==> config.mk <==
export PLATFORM = sky130hd
export DESIGN_NAME = cache_ctrl
export DESIGN_NICKNAME = d
export VERILOG_FILES = /design/src/rtl/cache_ctrl.sv
export SDC_FILE = /design/constraint.sdc
export NUM_CORES = 1
export LEC_CHECK = 0
export BUFFER_PORTS_ARGS = -buffer_cell sky130_fd_sc_hd__buf_2
export CAP_MARGIN = 25
export CELL_PAD_IN_SITES_DETAIL_PLACEMENT = 1
export CELL_PAD_IN_SITES_GLOBAL_PLACEMENT = 2
export CORE_UTILIZATION = 27
export DETAILED_ROUTE_END_ITERATION = 8
export HOLD_SLACK_MARGIN = 0.1
export PLACE_DENSITY = 0.91
export SLEW_MARGIN = 5
export SYNTH_ARGS = -nofsm -noshare
export SYNTH_HDL_FRONTEND = slang
export SYNTH_SLANG_ARGS = --single-unit
==> constraint.sdc <==
create_clock -name clk -period 3.3 [get_ports clk]
set_clock_uncertainty 0.2 [all_clocks]
set_input_delay 0.99 -clock clk [delete_from_list [all_inputs] [get_ports clk]]
set_output_delay 0.99 -clock clk [all_outputs]
set_load 0.01 [all_outputs]
==> src/rtl/cache_ctrl.sv <==
// Cache controller: compare / writeback / fill sequencing with a PLRU update
// on every completed request and a saturating miss counter.
module cache_ctrl #(
  parameter  int unsigned WAYS = 4,
  parameter  int unsigned SETS = 16,
  localparam int unsigned SW   = $clog2(SETS)
) (
  input  logic            clk,
  input  logic            rst,

  input  logic            ufp_req,
  input  logic            ufp_we,
  input  logic [SW-1:0]   ufp_set,
  output logic            ufp_resp,

  input  logic [WAYS-1:0] hit_vector,
  input  logic [WAYS-1:0] valid_vector,
  input  logic [WAYS-1:0] dirty_vector,
  input  logic [WAYS-1:0] evict_candidate,

  output logic            plru_web,
  output logic [SW-1:0]   plru_set,
  output logic [WAYS-1:0] plru_hit_vector,

  output logic            data_we,
  output logic [WAYS-1:0] data_way,
  output logic            fill_we,
  output logic [WAYS-1:0] fill_way,
  output logic            dirty_set,
  output logic            dirty_clr,

  output logic            dfp_read,
  output logic            dfp_write,
  input  logic            dfp_resp,
  output logic [WAYS-1:0] wb_way,
  output logic [15:0]     miss_count
);

  typedef enum logic [1:0] {
    S_IDLE      = 2'd0,
    S_COMPARE   = 2'd1,
    S_WRITEBACK = 2'd2,
    S_FILL      = 2'd3
  } state_t;

  localparam logic [15:0] MISS_MAX = 16'hFFFF;

  state_t          r_state;
  logic [SW-1:0]   r_set;
  logic            r_we;
  logic [WAYS-1:0] r_victim;
  logic [15:0]     r_miss_count;

  logic            w_hit;
  logic [WAYS-1:0] w_invalid;
  logic [WAYS-1:0] w_lowest_invalid;
  logic [WAYS-1:0] w_victim;
  logic            w_victim_dirty;

  // Victim choice: an empty way wins (lowest index first), else the PLRU pick.
  assign w_hit            = |hit_vector;
  assign w_invalid        = ~valid_vector;
  assign w_lowest_invalid = w_invalid & (~w_invalid + WAYS'(1));
  assign w_victim         = (|w_invalid) ? w_lowest_invalid : evict_candidate;
  assign w_victim_dirty   = |(w_victim & valid_vector & dirty_vector);

  // State register, request latch, victim latch and saturating miss counter.
  always_ff @(posedge clk or posedge rst) begin
    if (rst) begin
      r_state      <= S_IDLE;
      r_set        <= '0;
      r_we         <= 1'b0;
      r_victim     <= '0;
      r_miss_count <= '0;
    end else begin
      case (r_state)
        S_IDLE: begin
          if (ufp_req) begin
            r_set   <= ufp_set;
            r_we    <= ufp_we;
            r_state <= S_COMPARE;
          end
        end
        S_COMPARE: begin
          if (w_hit) begin
            r_state <= S_IDLE;
          end else begin
            r_victim <= w_victim;
            if (r_miss_count != MISS_MAX) begin
              r_miss_count <= r_miss_count + 16'd1;
            end
            r_state <= w_victim_dirty ? S_WRITEBACK : S_FILL;
          end
        end
        S_WRITEBACK: begin
          if (dfp_resp) begin
            r_state <= S_FILL;
          end
        end
        S_FILL: begin
          if (dfp_resp) begin
            r_state <= S_COMPARE;
          end
        end
        default: r_state <= S_IDLE;
      endcase
    end
  end

  // Strobe decode: state-held memory requests, same-cycle hit/fill strobes.
  always_comb begin
    ufp_resp        = 1'b0;
    plru_web        = 1'b1;
    plru_hit_vector = '0;
    data_we         = 1'b0;
    data_way        = '0;
    fill_we         = 1'b0;
    fill_way        = '0;
    dirty_set       = 1'b0;
    dirty_clr       = 1'b0;
    dfp_read        = 1'b0;
    dfp_write       = 1'b0;
    wb_way          = '0;
    case (r_state)
      S_COMPARE: begin
        if (w_hit) begin
          ufp_resp        = 1'b1;
          plru_web        = 1'b0;
          plru_hit_vector = hit_vector;
          if (r_we) begin
            data_we   = 1'b1;
            dirty_set = 1'b1;
            data_way  = hit_vector;
          end
        end
      end
      S_WRITEBACK: begin
        dfp_write = 1'b1;
        wb_way    = r_victim;
      end
      S_FILL: begin
        dfp_read = 1'b1;
        if (dfp_resp) begin
          fill_we   = 1'b1;
          dirty_clr = 1'b1;
          fill_way  = r_victim;
        end
      end
      default: ;
    endcase
  end

  assign plru_set   = r_set;
  assign miss_count = r_miss_count;

endmodule

# Word-level counts from Yosys, hierarchy flattened
# Cells that the tools add are included.
# totals
memories	0
latchBits	0
ramBits	0
input_bits	25
reg_bits	27
rom_bits	0
# op_classes
muxes	26
n_div	0
addsub	2
multipliers	0
n_eq_ne	7
reduce_logical	8
magnitude_cmp	0
n_bitwise	6
shift	0
# ops
cell	n
2-to-1 mux 4 bit	9
adder 16 x 1 -> 16 bit (second input constant)	1
inequality test 16 bit (second input constant)	1
bitwise AND 4 bit	3
2-to-1 mux 1 bit	12
OR reduction 4 bit	3
2-to-1 mux 2 bit	4
inverter 4 bit	2
one-hot mux 2 bit (4 select lines)	1
inequality test 2 bit (second input constant)	3
AND reduction 3 bit	2
adder 4 x 1 -> 4 bit (second input constant)	1
equality test 2 bit (second input constant)	2
AND reduction 2 bit	2
equality test 2 x 1 -> 1 bit (second input constant)	1
zero test 2 bit	1
inverter 1 bit	1

# Depth between registers and ports, before layout
# Gate-level depths: netlist (run 1).
# logic_depth
depth_word	11
mapped_depth	6
ltp_nobuf	6

# Worst setup path before layout (run 1)
# OpenSTA, ideal clock, no wires.
# synth_path
path_type	input to output
start	in hit_vector[0]
end	out dirty_set
n_path_buf	1
path_slack_ns	0.153
t_arrival_ns	1.957
required_time_ns	2.110
cell_stages	4
cell_sequence	nor4_4 > and2b_2 > and2_1 > buf_4
# synth_via
elab_chain_cells	3
# synth_rtl
element	line_no	source
start: declaration	16	input logic [WAYS-1:0] hit_vector,
OR reduction 4 bit	61	assign w_hit = |hit_vector;
2-to-1 mux 1 bit (2 in series)	--	
end: declaration	29	output logic dirty_set,
# Every way passes these cells.

# Final worst setup path (run 1)
# layout_path
start	in hit_vector[0]
end	out data_we
# layout_via
elab_chain_cells	3
# layout_rtl
element	line_no	source
OR reduction 4 bit	61	
2-to-1 mux 1 bit	126	if (w_hit) begin
2-to-1 mux 1 bit	124	case (r_state)
end: declaration	25	output logic data_we,
# Every way passes these cells.

==> summary.txt, run 1 <==
Post-Route WL = 3870 µm
Max Cap Viol = 0
GP Congestion = 0.7243
Setup CP Type = primary input to output pin
height of the die = 76.91 µm
sw power = 0.3710 mW
IO buf count = 68
clk buf depth = 2
Final Cycle Share = 0.9550
initial DRC count = 15
DR vias/cell = 4.828
number of fill cells = 657
Post-synth EDFFs = 0
PostCTS Resize Cnt = 0
Hold Buf Count CTS = 0
worst-path fanout max = 3
internal power = 0.6796 mW
vias in the first global route = 1379
# rows = 26
required time worst endpoint = 2.11 ns
highest clock rate = 317.3 MHz
largest net degree at the start of global routing = 28
logic gate share of total power = 0.373
postcts setup bufs = 0
IO Pins = 69
Syn Nets = 182
clock-pin slew on the worst setup and hold paths = 0.10 ns
syn avg cell area = 9.968 µm²
Slew Viols, Final = 0
Total Routing Usage GR = 0.1398
worst r2r src = r_state[1]
R2R Setup Slk = 1.11 ns
Worst EP arrival = 1.96 ns
area delta synth->final = 30.47%
DRC = 0
FF-to-FF path depth = 5
remaining global-route overflow = 0
per-cell routed wire length = 13.30 µm
Max-slew headroom = 0.7439
synthesized area = 0.001515 mm²
unrepaired setup endpoints after global routing = false
Net Sw Frac = 0.3531
Clk pwr share = 0.182
status = finished clean
destination of the worst hold path = r_victim[2]
worst vdd ir = 0.0001884 V
Hold Violations, Final = 0
Hold Path Depth = 2
Top FF cell, synth = dfrtp_1
ANT cells = 0
core area = 0.005270 mm²
Final WS setup = 0.1484 ns
synth unique cells = 35
Detail Route Antenna Nets = 0
H-tree depth = 1
leakage power = 1.077 nW
CP Capture Type = output pin
die area = 0.005915 mm²
min-delay worst type = flip-flop to flip-flop
antenna violations before repair = 0
HPWL after DPL = 3055 µm
post-layout min period = 3.152 ns
dpl ws = 0.1406 ns
async set-reset flop share out of synthesis = 1.000
register area share after synthesis = 0.4459
nets = 252
CTS tree = yes
final setup vio count = 0
Gate Count Post-Synth = 152
Starting Density = 0.2875
drt pass-1 iters = 4
CTS buffer count = 3
synth warn = 0
overall power = 1.051 mW
power density over cell area = 531.5 mW/mm²
Worst-Margin Slew = 0.3842 ns
reg2reg end = miss_count[1]
first-pass GRT wire length = 6644 µm
clock sink count = 27
Die X = 76.91 µm
synthesized flop and latch total = 27
layout cells sized above 1 = 0.4027
sequential share of power = 0.445
TNS Setup = 0 ns
root buffer cell = clkbuf_8
latest clock arrival within the worst-skew pair = 0.28 ns
hold_sp = r_victim[2]
Startpoint Class = primary input
total number of vias = 1405
==> stage by stage <==
stage	util	area (µm²)	hold slack [ns]	cells
floorplan	-	1515	0.2552	152
global placement	0.3666	1932	0.2733	287
detailed placement	0.3666	1932	0.2893	287
CTS	0.3751	1977	0.3107	291
global route	0.3751	1977	0.3403	291
finish	0.3751	1977	0.3060	291
==> state kept, by name, summed over array words and instances (netlist names) <==
register    flops
r_victim        4
r_we            1
plru_set        4
r_state         2
miss_count     16
==> worst max path at each step <==
stage                   from   endpoint  slack, ns
2_1_floorplan  hit_vector[0]  dirty_set       0.15
3_3_place_gp   hit_vector[0]  dirty_set       0.19
3_5_place_dp   hit_vector[0]    data_we       0.14
5_1_grt        hit_vector[0]    data_we       0.09
6_report       hit_vector[0]    data_we       0.15
4_1_cts        hit_vector[0]    data_we       0.14
==> power by group through the flow <==
stage	sequential [mW]	clock [mW]	combinational [mW]
global route	0.487	0.214	0.444
CTS	0.470	0.201	0.400
floorplan	0.481	0	0.234
global placement	0.474	0	0.389
detailed placement	0.476	0	0.399
finish	0.468	0.191	0.392
==> cells by family after synthesis <==
group	share of synthesized area
AO/OA/AOI/OAI	0.1032
adder cells (fa/ha/maj)	0.04129
flip-flops	0.4459
AND/OR/NAND/NOR	0.2461
buffers and inverters	0.03963
multiplexers	0.06606
XOR/XNOR	0.05781
==> routing by layer <==
metal  GRT usage  share of wire  vias to the layer above
met4     0.04038          0.010                        0
met5           0              0                        -
met2      0.2411           0.50                       38
li1            -              -                      688
met3     0.02857          0.046                        4
met1      0.1748           0.44                      675
==> worst max-delay path, cell delays in order <==
cell and delay, ns:
buf_2 0.12, nor4_4 0.29, and2b_2 0.26, and2_1 0.16, buf_2 0.13
==> Yosys cell counts, drive strengths merged, types with 2 or more instances <==
library cell	number	area, µm²
dfrtp	27	675.7
nand2	13	48.80
and2	11	71.31
and3	10	63.81
nand3	9	45.04
xor2	9	78.83
mux2	8	90.09
inv	7	26.28
nand4	6	37.54
o21ai	6	30.03
a21oi	5	25.02
buf	5	30.02
ha	5	62.56
nor3	5	25.02
a211oi	4	30.03
a31oi	4	31.28
nor2	3	11.26
and4	2	17.52
==> cell usage in the layout (no fill, tap or decap) <==
cell / Yosys / routed
clkbuf_8: 0 / 3
dfrtp_1: 27 / 27
nor2_1: 3 / 3
a2bb2oi_1: 1 / 1
o22ai_1: 1 / 1
mux2_2: 8 / 8
nor3_1: 5 / 5
nor4_4: 1 / 1
a22oi_1: 1 / 1
and2b_2: 1 / 1
nand3_1: 9 / 9
and3_1: 9 / 9
and2_2: 2 / 2
a31oi_2: 1 / 1
o2111ai_1: 1 / 1
nand4_1: 6 / 6
mux2i_1: 1 / 1
inv_1: 7 / 7
nand2_1: 13 / 13
a31oi_1: 3 / 3
xor2_1: 9 / 9
a21oi_1: 5 / 5
a41oi_1: 1 / 1
or3b_2: 1 / 1
o21ai_0: 6 / 6
buf_4: 2 / 3
a211oi_1: 4 / 4
buf_2: 3 / 68
clkbuf_1: 1 / 1
and2_1: 9 / 9
xnor2_1: 1 / 1
and4_1: 2 / 2
and3_2: 1 / 1
ha_1: 5 / 5
nor3b_1: 1 / 1
nor2b_1: 1 / 1
==> cell type report <==
| type | count | area, µm² | area share |
|---|---|---|---|
| flip-flops and latches | 27 | 675.6 | 0.3418 |
| well taps | 70 | 87.58 | 0.04430 |
| clock buffers | 4 | 45.04 | 0.02278 |
| inverters | 7 | 26.28 | 0.01329 |
| multi-input cells | 112 | 779.5 | 0.3943 |
| repair buffers | 71 | 362.8 | 0.1835 |
No activity file was read; power rests on OpenSTA's default activity.
==> inputs of run 2 (changes only) <==
--- a/config.mk
+++ b/config.mk
@@ -9,10 +9,11 @@
 export CAP_MARGIN = 25
 export CELL_PAD_IN_SITES_DETAIL_PLACEMENT = 1
 export CELL_PAD_IN_SITES_GLOBAL_PLACEMENT = 2
-export CORE_UTILIZATION = 27
+export CORE_UTILIZATION = 28
+export CTS_BUF_LIST = sky130_fd_sc_hd__clkbuf_8
 export DETAILED_ROUTE_END_ITERATION = 8
 export HOLD_SLACK_MARGIN = 0.1
-export PLACE_DENSITY = 0.91
+export PLACE_DENSITY = 0.93
 export SLEW_MARGIN = 5
 export SYNTH_ARGS = -nofsm -noshare
 export SYNTH_HDL_FRONTEND = slang
==> summary.txt, run 2 (synthesized netlist as in run 1, its figures left out) <==
GP Congestion = 0.7743 (+6.9%)
Max-slew headroom = 0.7244 (-0.01946)
Final Cycle Share = 0.9564 (+0.001353)
antenna violations before repair = 0 (unchanged)
root buffer cell = clkbuf_8
HPWL after DPL = 3170 µm (+3.8%)
worst vdd ir = 0.0002427 V (+29%)
post-layout min period = 3.156 ns (+0.004466 ns)
final setup vio count = 0 (unchanged)
most common cell after layout, fill and taps aside = buf_2
height of the die = 75.56 µm (-1.8%)
Post-Place Cells = 287 (unchanged)
start point of the critical path = hit_vector[0]
clk buf depth = 2 (unchanged)
first-pass GRT wire length = 6251 µm (-5.9%)
required time worst endpoint = 2.11 ns (about the same)
drt pass-1 iters = 4 (unchanged)
CTS buffer count = 3 (unchanged)
status = finished clean
Total Routing Usage GR = 0.1434 (+0.003531)
unrepaired setup endpoints after global routing = false
Starting Density = 0.2929 (+0.005425)
Hold Violations, Final = 0 (unchanged)
Setup CP Type = primary input to output pin
Die X = 75.56 µm (-1.8%)
nets = 252 (unchanged)
layout cells sized above 1 = 0.4072 (+0.004525)
ANT cells = 0 (unchanged)
per-cell routed wire length = 13.33 µm (+0.26%)
H-tree depth = 1 (unchanged)
worst r2r src = r_state[1]
DRC = 0 (unchanged)
IO Pins = 69 (unchanged)
remaining global-route overflow = 0 (unchanged)
worst-path fanout max = 3 (unchanged)
Worst EP arrival = 1.97 ns (about the same)
leakage power = 1.080 nW (+0.25%)
clock sink count = 27 (unchanged)
Placed Area = 0.001932 mm² (unchanged)
destination of the worst hold path = plru_set[3]
commonest cells after routing, fill and taps aside = 68 x buf_2, 27 x dfrtp_1, 13 x nand2_1
TNS Setup = 0 ns (unchanged)
postcts setup bufs = 0 (unchanged)
largest net degree at the start of global routing = 28 (unchanged)
area delta synth->final = 30.55% (about the same)
power density over cell area = 532.9 mW/mm² (+0.26%)
total number of vias = 1394 (-0.78%)
Startpoint Class = primary input
Worst-Margin Slew = 0.4133 ns (+0.02920 ns)
die area = 0.005709 mm² (-3.5%)
reg2reg end = miss_count[1]
clock-pin slew on the worst setup and hold paths = 0.09 ns (about the same)
vias in the first global route = 1378 (-0.073%)
core area = 0.005172 mm² (-1.9%)
Slew Viols, Final = 0 (unchanged)
PostCTS Resize Cnt = 0 (unchanged)
highest clock rate = 316.9 MHz (-0.14%)
IO buf count = 68 (unchanged)
initial DRC count = 37 (+22)
R2R Setup Slk = 1.07 ns (-0.04 ns)
Hold Buf Count CTS = 0 (unchanged)
DR vias/cell = 4.790 (-0.78%)
max FFs per register = 16 (unchanged)
min-delay worst type = flip-flop to flip-flop
Hold Path Depth = 1 (-1)
Max Cap Viol = 0 (unchanged)
fin cells = 291 (unchanged)
CTS tree = yes
latest clock arrival within the worst-skew pair = 0.27 ns (about the same)
hold_sp = plru_set[3]
final instance area = 0.001978 mm² (about the same)
FF-to-FF path depth = 5 (unchanged)
Post-Route WL = 3880 µm (+0.26%)
CP Capture Type = output pin
Post-Route Utilization = 0.3824 (+0.007319)
# rows = 26 (unchanged)
Detail Route Antenna Nets = 0 (unchanged)
run 2: cell count changes in the layout (fill, tap and decap cells not counted):
cell and change:
clkinv_2 +1, clkbuf_1 -1
run 2: routing by layer:
| layer | up-vias | GRT usage | part of all wire |
|---|---|---|---|
| met2 | 34 | 0.2639 | 0.51 |
| li1 | 684 | - | - |
| met4 | 0 | 0.03498 | 0.0036 |
| met1 | 674 | 0.1716 | 0.43 |
| met5 | - | 0 | 0 |
| met3 | 2 | 0.02778 | 0.051 |
run 2: critical path, cell delays in order:
cell,delay (ns)
buf_2,0.12
nor4_4,0.29
and2b_2,0.26
and2_1,0.16
buf_2,0.14
run 2: power breakdown:
group / switching (mW) / internal, mW
clock: 0.101 / 0.0845
sequential: 0.0666 / 0.404
combinational: 0.209 / 0.189
run 2: cell type report:
type / count / area (µm²)
inverter: 7 / 26.28
sequential: 27 / 675.6
timing repair buffer: 71 / 362.8
clock buffer: 3 / 41.29
fill: 635 / 3194
clock inverter: 1 / 5.005
multi-input combinational: 112 / 779.5
tap: 70 / 87.58
run 2: metrics by stage:
step	hold WS (ns)	setup slack (ns)	power, mW
finish	0.3074	0.1440	1.054
global route	0.3501	0.1015	1.132
CTS	0.3106	0.1302	1.069
detailed placement	0.2884	0.1353	0.8818
global placement	0.2730	0.1935	0.8602
floorplan	0.2552	0.1529	0.7147
run 2: how the worst max path moves through the flow:
stage                            to  slack (ns)  cells after the start
after floorplan           dirty_set        0.15                      4
after global placement    dirty_set        0.19                      5
after detailed placement    data_we        0.14                      5
after CTS                   data_we        0.13                      5
after global routing        data_we        0.10                      5
final                       data_we        0.14                      5
==> inputs of run 3 (changes only) <==
==> constraint.sdc (replaced) <==
create_clock -name clk -period 3.45 [get_ports clk]
set_clock_uncertainty 0.2 [all_clocks]
set_input_delay 1.035 -clock clk [delete_from_list [all_inputs] [get_ports clk]]
set_output_delay 1.035 -clock clk [all_outputs]
set_load 0.01 [all_outputs]
==> summary.txt, run 3 (synthesized netlist as in run 1, its figures left out) <==
height of the die = 75.56 µm (unchanged)
HPWL after DPL = 3126 µm (-1.4%)
drt pass-1 iters = 4 (unchanged)
number of fill cells = 635 (unchanged)
dpl ws = 0.1887 ns (+0.05344 ns)
Net Sw Frac = 0.3564 (-0.0007775)
CTS buffer count = 3 (unchanged)
leakage power = 1.076 nW (-0.35%)
Cell Chain, Critical Path = buf_2, nor4_4, and2b_2, and2_1, buf_2
Hold Violations, Final = 0 (unchanged)
ANT cells = 0 (unchanged)
Max Cap Viol = 0 (unchanged)
largest net degree at the start of global routing = 28 (unchanged)
hold_sp = r_victim[1]
Post-Route WL = 3844 µm (-0.93%)
TNS Setup = 0 ns (unchanged)
CTS tree = yes
Fin Hold WS = 0.3048 ns (-0.002588 ns)
CP max stage delay = 0.30 ns (about the same)
Setup CP Type = primary input to output pin
area delta synth->final = 30.72%
fin cells = 291 (unchanged)
post-layout min period = 3.257 ns
Post-Place Cells = 287 (unchanged)
Max-slew headroom = 0.7348 (+0.01035)
Die X = 75.56 µm (unchanged)
first-pass GRT wire length = 6403 µm (+2.4%)
logic gate share of total power = 0.374 (-0.003)
delay-heaviest family, CP = simple AND/OR/NAND/NOR gates
nets = 252 (unchanged)
postcts setup bufs = 0 (unchanged)
per-cell routed wire length = 13.21 µm (-0.93%)
initial DRC count = 43 (+16%)
clk buf depth = 2 (unchanged)
IO buf count = 68 (unchanged)
clock-pin slew on the worst setup and hold paths = 0.09 ns (about the same)
unrepaired setup endpoints after global routing = false
Slew Viols, Final = 0 (unchanged)
commonest cells after routing, fill and taps aside = 68 x buf_2, 27 x dfrtp_1, 13 x nand2_1
# rows = 26 (unchanged)
crit-path most repeated cell = buf_2
min-delay worst type = flip-flop to flip-flop
IO Pins = 69 (unchanged)
internal power = 0.6493 mW (-4.2%)
die area = 0.005709 mm² (unchanged)
Final Cycle Share = 0.9441
highest clock rate = 307.0 MHz
Final WS setup = 0.1930 ns (+0.04903 ns)
sequential share of power = 0.443 (-0.004)
most common cell after layout, fill and taps aside = buf_2
clock sink count = 27 (unchanged)
PostCTS Resize Cnt = 0 (unchanged)
worst vdd ir = 0.0002098 V (-14%)
GP Congestion = 0.7603 (-1.8%)
antenna violations before repair = 0 (unchanged)
worst-path fanout max = 3 (unchanged)
Startpoint Class = primary input
total number of vias = 1396 (+0.14%)
power density over cell area = 509.3 mW/mm² (-4.4%)
start point of the critical path = hit_vector[0]
required time worst endpoint = 2.21 ns (+0.10 ns)
H-tree depth = 1 (unchanged)
status = finished clean
DR vias/cell = 4.797 (+0.14%)
Worst EP arrival = 2.02 ns (+0.05 ns)
remaining global-route overflow = 0 (unchanged)
Post-Route Utilization = 0.3829 (+0.0004840)
final setup vio count = 0 (unchanged)
Hold Buf Count CTS = 0 (unchanged)
DRC = 0 (unchanged)
sw power = 0.3595 mW (-4.5%)
Starting Density = 0.2929 (unchanged)
core area = 0.005172 mm² (unchanged)
layout cells sized above 1 = 0.4072 (unchanged)
Total Routing Usage GR = 0.1477 (+0.004365)
Worst-Margin Slew = 0.3978 ns (-0.01553 ns)
critical path buffer and inverter count = 2 (unchanged)
vias in the first global route = 1413 (+2.5%)
root buffer cell = clkbuf_8
worst r2r src = r_state[1]
max FFs per register = 16 (unchanged)
Detail Route Antenna Nets = 0 (unchanged)
Clk pwr share = 0.183 (+0.007)
worst-path cell with the longest stage delay = nor4_4
latest clock arrival within the worst-skew pair = 0.27 ns (about the same)
CP Capture Type = output pin
R2R Setup Slk = 1.23 ns (+0.16 ns)
-- run 3: cell count changes in the layout (fill, tap and decap cells not counted) --
| cell | delta |
|---|---|
| clkinv_2 | -1 |
| clkinvlp_4 | +1 |
-- run 3: worst register-to-register path, cell delays in order (launching register included) --
cell and delay [ns]:
dfrtp_1 0.43, inv_1 0.09, ha_1 0.39, nand2_1 0.30, a31oi_2 0.33, mux2_2 0.37
-- run 3: through the flow --
| stage | area [µm²] | power, mW |
|---|---|---|
| global route | 1981 | 1.089 |
| floorplan | 1515 | 0.6836 |
| detailed placement | 1932 | 0.8398 |
| global placement | 1932 | 0.8226 |
| finish | 1981 | 1.009 |
| CTS | 1981 | 1.027 |
-- run 3: worst paths after layout --
path                            depth (start not counted)             end
worst max-delay path                                    5         data_we
worst min-delay path                                    2     r_victim[1]
worst max register to register                          5   miss_count[1]
worst min register to register                          2     r_victim[1]
max in group asynchronous                               3   miss_count[5]
min in group asynchronous                               3  miss_count[10]
-- run 3: metal layers --
| metal | share of wire | vias to the layer above | global-route usage | routed length (µm) |
|---|---|---|---|---|
| met4 | 0.0086 | 0 | 0.04321 | 33 |
| li1 | - | 686 | - | - |
| met3 | 0.047 | 4 | 0.02381 | 181 |
| met1 | 0.44 | 670 | 0.1778 | 1679 |
| met5 | 0 | - | 0 | 0 |
| met2 | 0.51 | 36 | 0.2708 | 1951 |
-- run 3: power by group through the flow --
stage | logic, mW | clock network [mW] | registers [mW]
after global placement | 0.370 | 0 | 0.452
after global routing | 0.425 | 0.202 | 0.463
after floorplan | 0.224 | 0 | 0.460
after detailed placement | 0.384 | 0 | 0.455
final | 0.377 | 0.185 | 0.447
after CTS | 0.385 | 0.193 | 0.450
-- run 3: final cells by class --
cell class	instances	area, µm²	share of cell area
repair buffers	71	362.8	0.1832
flip-flops and latches	27	675.6	0.3411
inverters	7	26.28	0.01327
well taps	70	87.58	0.04422
multi-input cells	112	779.5	0.3936
clock inverters	1	7.507	0.003790
clock buffers	3	41.29	0.02085
